==> src/rtl/axi_read_arbiter_pkg.sv <==
// axi_read_arbiter_pkg: shared FSM encoding and requester port indices
package axi_read_arbiter_pkg;
  typedef enum logic [1:0] {ARB_IDLE, ARB_AR, ARB_RDATA} arb_state_e;
  localparam logic ARB_ICACHE = 1'b0;
  localparam logic ARB_DCACHE = 1'b1;
endpackage

==> src/rtl/axi_read_arbiter_rr_arb2.sv <==
// rr_arb2: two-way round-robin picker, the port not granted last wins a tie
module rr_arb2
  import axi_read_arbiter_pkg::*;
(
  input  logic [1:0] req,
  input  logic       last_grant,
  output logic       gnt_valid,
  output logic       gnt_idx
);
  assign gnt_valid = |req;
  assign gnt_idx   = &req ? ~last_grant : (req[1] ? ARB_DCACHE : ARB_ICACHE);
endmodule

==> src/rtl/axi_read_arbiter.sv <==
// axi_read_arbiter: shares one memory AXI read channel between icache and dcache
module axi_read_arbiter
  import axi_read_arbiter_pkg::*;
#(
  parameter int ID_WIDTH   = 13,
  parameter int ADDR_WIDTH = 64,
  parameter int DATA_WIDTH = 64
) (
  input  logic                  clk,
  input  logic                  reset,
  input  logic                  s0_arvalid,
  output logic                  s0_arready,
  input  logic [ADDR_WIDTH-1:0] s0_araddr,
  input  logic [7:0]            s0_arlen,
  input  logic [2:0]            s0_arsize,
  input  logic [1:0]            s0_arburst,
  output logic                  s0_rvalid,
  input  logic                  s0_rready,
  output logic [DATA_WIDTH-1:0] s0_rdata,
  output logic [1:0]            s0_rresp,
  output logic                  s0_rlast,
  input  logic                  s1_arvalid,
  output logic                  s1_arready,
  input  logic [ADDR_WIDTH-1:0] s1_araddr,
  input  logic [7:0]            s1_arlen,
  input  logic [2:0]            s1_arsize,
  input  logic [1:0]            s1_arburst,
  output logic                  s1_rvalid,
  input  logic                  s1_rready,
  output logic [DATA_WIDTH-1:0] s1_rdata,
  output logic [1:0]            s1_rresp,
  output logic                  s1_rlast,
  output logic                  m_axi_arvalid,
  input  logic                  m_axi_arready,
  output logic [ID_WIDTH-1:0]   m_axi_arid,
  output logic [ADDR_WIDTH-1:0] m_axi_araddr,
  output logic [7:0]            m_axi_arlen,
  output logic [2:0]            m_axi_arsize,
  output logic [1:0]            m_axi_arburst,
  output logic                  m_axi_arlock,
  output logic [3:0]            m_axi_arcache,
  output logic [2:0]            m_axi_arprot,
  input  logic                  m_axi_rvalid,
  output logic                  m_axi_rready,
  input  logic [ID_WIDTH-1:0]   m_axi_rid,
  input  logic [DATA_WIDTH-1:0] m_axi_rdata,
  input  logic [1:0]            m_axi_rresp,
  input  logic                  m_axi_rlast,
  output logic                  busy,
  output logic                  proto_err
);
  arb_state_e            state_q, state_d;
  logic                  last_grant_q, last_grant_d;
  logic [ADDR_WIDTH-1:0] addr_q, addr_d;
  logic [7:0]            len_q, len_d, cnt_q, cnt_d;
  logic [2:0]            size_q, size_d;
  logic [1:0]            burst_q, burst_d;
  logic                  err_q, err_d;
  logic                  gnt_valid, gnt_idx, grant, ar_hs, beat, rd;

  rr_arb2 u_rr (
    .req        ({s1_arvalid, s0_arvalid}),
    .last_grant (last_grant_q),
    .gnt_valid  (gnt_valid),
    .gnt_idx    (gnt_idx)
  );

  assign grant = state_q == ARB_IDLE && gnt_valid;
  assign ar_hs = state_q == ARB_AR && m_axi_arready;
  assign rd    = state_q == ARB_RDATA;
  assign beat  = m_axi_rvalid && m_axi_rready;

  // next-state: latch the winner on grant, count beats, flag ID and length mismatches
  always_comb begin
    state_d      = grant ? ARB_AR : ar_hs ? ARB_RDATA : (beat && m_axi_rlast) ? ARB_IDLE : state_q;
    last_grant_d = grant ? gnt_idx : last_grant_q;
    addr_d       = grant ? (gnt_idx ? s1_araddr : s0_araddr) : addr_q;
    len_d        = grant ? (gnt_idx ? s1_arlen : s0_arlen) : len_q;
    size_d       = grant ? (gnt_idx ? s1_arsize : s0_arsize) : size_q;
    burst_d      = grant ? (gnt_idx ? s1_arburst : s0_arburst) : burst_q;
    cnt_d        = grant ? 8'd0 : beat ? cnt_q + 8'd1 : cnt_q;
    err_d        = err_q | (beat && (m_axi_rid != m_axi_arid || m_axi_rlast != (cnt_q == len_q)));
  end

  // state registers; reset abandons any in-flight burst
  always_ff @(posedge clk or posedge reset) begin
    if (reset) begin
      state_q      <= ARB_IDLE;
      last_grant_q <= ARB_ICACHE;
      addr_q       <= '0;
      len_q        <= '0;
      size_q       <= '0;
      burst_q      <= '0;
      cnt_q        <= '0;
      err_q        <= 1'b0;
    end else begin
      state_q      <= state_d;
      last_grant_q <= last_grant_d;
      addr_q       <= addr_d;
      len_q        <= len_d;
      size_q       <= size_d;
      burst_q      <= burst_d;
      cnt_q        <= cnt_d;
      err_q        <= err_d;
    end
  end

  assign s0_arready    = !reset && grant && gnt_idx == ARB_ICACHE;
  assign s1_arready    = !reset && grant && gnt_idx == ARB_DCACHE;
  assign m_axi_arvalid = state_q == ARB_AR;
  assign m_axi_arid    = {{(ID_WIDTH-1){1'b0}}, last_grant_q};
  assign m_axi_araddr  = addr_q;
  assign m_axi_arlen   = len_q;
  assign m_axi_arsize  = size_q;
  assign m_axi_arburst = burst_q;
  assign m_axi_arlock  = 1'b0;
  assign m_axi_arcache = 4'd0;
  assign m_axi_arprot  = 3'd0;
  assign m_axi_rready  = rd && (last_grant_q ? s1_rready : s0_rready);
  assign s0_rvalid     = rd && last_grant_q == ARB_ICACHE && m_axi_rvalid;
  assign s1_rvalid     = rd && last_grant_q == ARB_DCACHE && m_axi_rvalid;
  assign s0_rdata      = m_axi_rdata;
  assign s1_rdata      = m_axi_rdata;
  assign s0_rresp      = m_axi_rresp;
  assign s1_rresp      = m_axi_rresp;
  assign s0_rlast      = m_axi_rlast;
  assign s1_rlast      = m_axi_rlast;
  assign busy          = state_q != ARB_IDLE;
  assign proto_err     = err_q;
endmodule

==> config.mk <==
export PLATFORM = sky130hd
export DESIGN_NAME = axi_read_arbiter
export DESIGN_NICKNAME = d
export VERILOG_FILES = /design/src/rtl/axi_read_arbiter_pkg.sv /design/src/rtl/axi_read_arbiter_rr_arb2.sv /design/src/rtl/axi_read_arbiter.sv
export SDC_FILE = /design/constraint.sdc
export NUM_CORES = 1
export LEC_CHECK = 0
export ABC_AREA = 1
export CAP_MARGIN = 20
export CORE_AREA = 2 2 187 189
export CTS_BUF_LIST = sky130_fd_sc_hd__clkbuf_4 sky130_fd_sc_hd__clkbuf_8
export CTS_CLUSTER_DIAMETER = 80
export CTS_CLUSTER_SIZE = 40
export DETAILED_ROUTE_END_ITERATION = 10
export DIE_AREA = 0 0 189 191
export PLACE_DENSITY_LB_ADDON = 0.15
export REMOVE_ABC_BUFFERS = 1
export SYNTH_ARGS = -nofsm -noshare
export SYNTH_HDL_FRONTEND = slang
export SYNTH_SLANG_ARGS = --single-unit
==> constraint.sdc <==
create_clock -name clk -period 3.8 [get_ports clk]
set_clock_uncertainty 0.1 [all_clocks]
set_input_delay 0.76 -clock clk [delete_from_list [all_inputs] [get_ports clk]]
set_output_delay 0.76 -clock clk [all_outputs]
set_load 0.02 [all_outputs]
==> summary.md <==
| Metric | Value |
|---|---|
| Number of unique standard cell types used by synthesis | `27` |
| Yosys synthesis warning count | `0` |
| Leak Pwr | `3.27 nW` |
| Path class of the lowest-slack min-delay path | `flip-flop to flip-flop` |
| Part of the power in combinational logic | `between 50 and 60%` |
| Final hold slack | `a little under 0.4 ns` |
| Maximum count of clock buffers along a single path | `2` |
| DRT Pass-1 Iters | `6` |
| Worst R2R End | `cnt_q[0]` |
| Terminating pin of the worst hold path | `proto_err` |
| Standard-cell rows | `68` |
| Final hold viol count | `0` |
| Number of DRC violations after detailed routing | `0` |
| Number of violations of the max-capacitance limit | `0` |
| Sequential group share of total power | `31.0%` |
| Detailed-route wire length per cell | `roughly 28 um` |
| GRT overflow | `0` |
| Global-route wire length before repair | `around 47 mm` |
| Post-CTS repair timing setup buffer count | `0` |
| Number of buffers inserted during clock tree synthesis | `9` |
| Max-slew violation total from the final report | `0` |
| Number of instances on the worst hold path | `2` |
| Syn Std Cell Area | `5950 sq um` |
| Proportion of synthesized flip-flops having asynchronous set or reset | `100%` |
| Maximum fanout along the worst path | `4` |
| Violation count after the first detailed-routing iteration | `266` |
| Setup repair after global routing missed its margin | `no` |
| Post-placement cell area | `7920 sq um` |
| Critical hold path startpoint | `proto_err` |
| Startpoint-to-endpoint class of the critical path | `input pin to output pin` |
| Design Area, Final | `just over 8000 sq um` |
| Placed insts | `~1300` |
| Post-cts gate resize count | `0` |
| Cell count after synthesis | `703` |
| Power per cell area | `654 nW/um^2` |
| Maximum number of pins on one net before global-route repair | `78` |
| Final core utilization | `between 20% and 30%` |
| Sum Neg Setup Slack | `0 ns` |
| Overall die width | `189 um` |
| Via count of the first global-routing pass | `5169` |
| Core outline area | `34100 sq um` |
| Crit path arrival time | `2.42 ns` |
| Portion of the clock cycle consumed by the worst path in the final layout | `between 80 and 90%` |
| Total power of the final layout | `5.31 mW` |
| Fraction of layout instances using a drive strength above 1 | `17.2%` |
| Initial standard-cell utilization of the core | `17.4%` |
| Average via count per standard cell | `4.05` |
| Length in cells of the worst reg-to-reg path | `6` |
| Number of primary I/O pins | `482` |
| Number of standard cells in the layout, taps in and fillers out | `1278` |
| Fmax achieved | `305 MHz` |
| Clk pin slew, worst setup/hold paths | `approximately 0.090 ns` |
| Crit Reg-Reg Startpoint | `state_q[0]` |
| Total wire length | `around 36 mm` |
| Power dissipated by switching net loads | `2.31 mW` |
| DIE AREA | `about 36000 sq um` |
| Final antenna-violating net count | `0` |
| Switching power share of the total | `43.5%` |
| Worst-Skew Late Latency | `roughly 0.38 ns` |
| Mean instance size in the synthesized netlist | `between 8 and 9 sq um` |
| Normalized max-slew margin | `29.5%` |
| Routability-driven placement congestion ratio | `0.840` |
| Post-synth EDFFs | `0` |
| H-tree lvl count | `3` |
| Min Tclk post-route | `3.28 ns` |
| Clock Sinks | `89` |
| Type of destination of the critical path | `output pin` |
| TritonCTS clock tree | `yes` |
| Share of synthesized area occupied by flip-flops and latches | `between 30% and 40%` |
| Slew at the pin closest to its max-slew limit | `1.06 ns` |
| Detailed-route via count | `5180` |
| Result of the run | `completed` |
| Count of port buffers added during placement | `263` |
| Proportion of power drawn by the clock network | `between 10% and 20%` |
| Internal power summed over all cells | `approximately 3 mW` |
| Net count, final | `1061` |
| Count of hold-fix buffers inserted at cts | `0` |
| Highest ir drop seen on vdd | `0.227 mV` |
| Seq cells post-synth | `89` |
| Final setup violating endpoints | `0` |
| Startpoint types | `input pin` |
| Slack of the worst reg-to-reg path | `1.59 ns` |
| Initial antenna violation count | `2` |
| HPWL reported at the end of detailed placement | `29.7 mm` |
| Commonest register cell after synthesis | `dfrtp_1` |
| Post-synthesis to final-layout area growth | `36.5%` |
| Smallest setup slack after layout | `0.517 ns` |
| Overall track demand over capacity in global routing | `19.5%` |
| Die extent in y | `191 um` |
| CP Data Required Time | `2.94 ns` |
| DP Worst Slack | `0.520 ns` |
| Root buffer cell | `clkbuf_8` |
## cell usage in the layout (no fill, tap or decap), drive strengths merged
master,n
clkdlybuf4s50,263
o21ai,156
nand2,116
nor2,95
dfrtp,89
inv,27
conb,20
clkbuf,11
nand3,10
buf,10
a21oi,7
o22ai,6
xnor2,3
nor4,2
clkinvlp,2
diode,1
nand4,1
nor3,1
ha,1
clkinv,1
bufinv,1
## synth_stat cells (all sizes together) (2+ instances only)
| cell type | count | area [sq um] |
|---|---|---|
| clkbuf | 11 | 41.3 |
| nand3 | 10 | 55.1 |
| inv | 27 | 101 |
| xnor2 | 3 | 26.3 |
| nor2 | 95 | 372 |
| nand2 | 116 | 438 |
| dfrtp | 89 | 2230 |
| o21ai | 156 | 1170 |
| buf | 177 | 1370 |
| nor4 | 2 | 12.5 |
| o22ai | 6 | 75.1 |
| a21oi | 7 | 35.0 |
## per-layer routing
layer	vias to the layer above	share of wire [%]	track usage (%)
met3	33	22	20.1
met4	12	1.1	3.09
met1	2361	30	16.2
met5	-	1.0	9.20
li1	2312	-	-
met2	462	46	32.0
## power groups by stage
stage | Combinational, mW | Sequential [mW] | Clock, mW
2_1_floorplan | 1.06 | 2.11 | 0
3_3_place_gp | 2.99 | 1.66 | 0
3_5_place_dp | 2.98 | 1.66 | 0
4_1_cts | 2.99 | 1.65 | 0.790
5_1_grt | 3.18 | 1.71 | 0.817
6_report | 2.93 | 1.65 | 0.737
## state kept, by name (all words and copies together), names as in the netlist
register and cells:
m_axi_arlen 8, last_grant_q 1, proto_err 1, m_axi_araddr 64, cnt_q 8, m_axi_arburst 2, m_axi_arsize 3, state_q 2
## logic make-up (layout without fill, tap and decap cells)
kind of cell | Yosys count | in the layout | synth area share (%)
AO/OA/AOI/OAI | 169 | 169 | 21.5
XOR/XNOR | 3 | 3 | 0.442
adder cells (fa/ha/maj) | 1 | 1 | 0.210
buffers and inverters | 215 | 315 | 25.5
flip-flops | 89 | 89 | 37.4
other | 1 | 21 | 0.0630
AND/OR/NAND/NOR | 225 | 225 | 14.9
## critical path, stage by stage
cell,delay (ns)
clkdlybuf4s50_1,0.53
nand2_1,0.11
nand2_4,0.09
inv_4,0.04
nor3_1,0.19
clkdlybuf4s50_1,0.70
## worst max-delay path by stage
stage | startpoint | to | cells after the start
after floorplan | s0_arvalid | s1_arready | 5
after detailed placement | s0_arvalid | s0_arready | 6
after global routing | s0_arvalid | s0_arready | 6
after global placement | s0_arvalid | s0_arready | 6
final | s0_arvalid | s0_arready | 6
after CTS | s0_arvalid | s0_arready | 6
## layout make-up
type	instances	area, sq um
Timing Repair Buffer	273	2730
Tap cell	455	569
Multi-Input combinational cell	418	2280
Fill cell	3765	26000
Clock buffer	11	145
Antenna cell	1	2.50
Clock inverter	4	53.8
Sequential cell	89	2230
Inverter	27	109
Note: power is estimated with default switching activity, not from simulation.
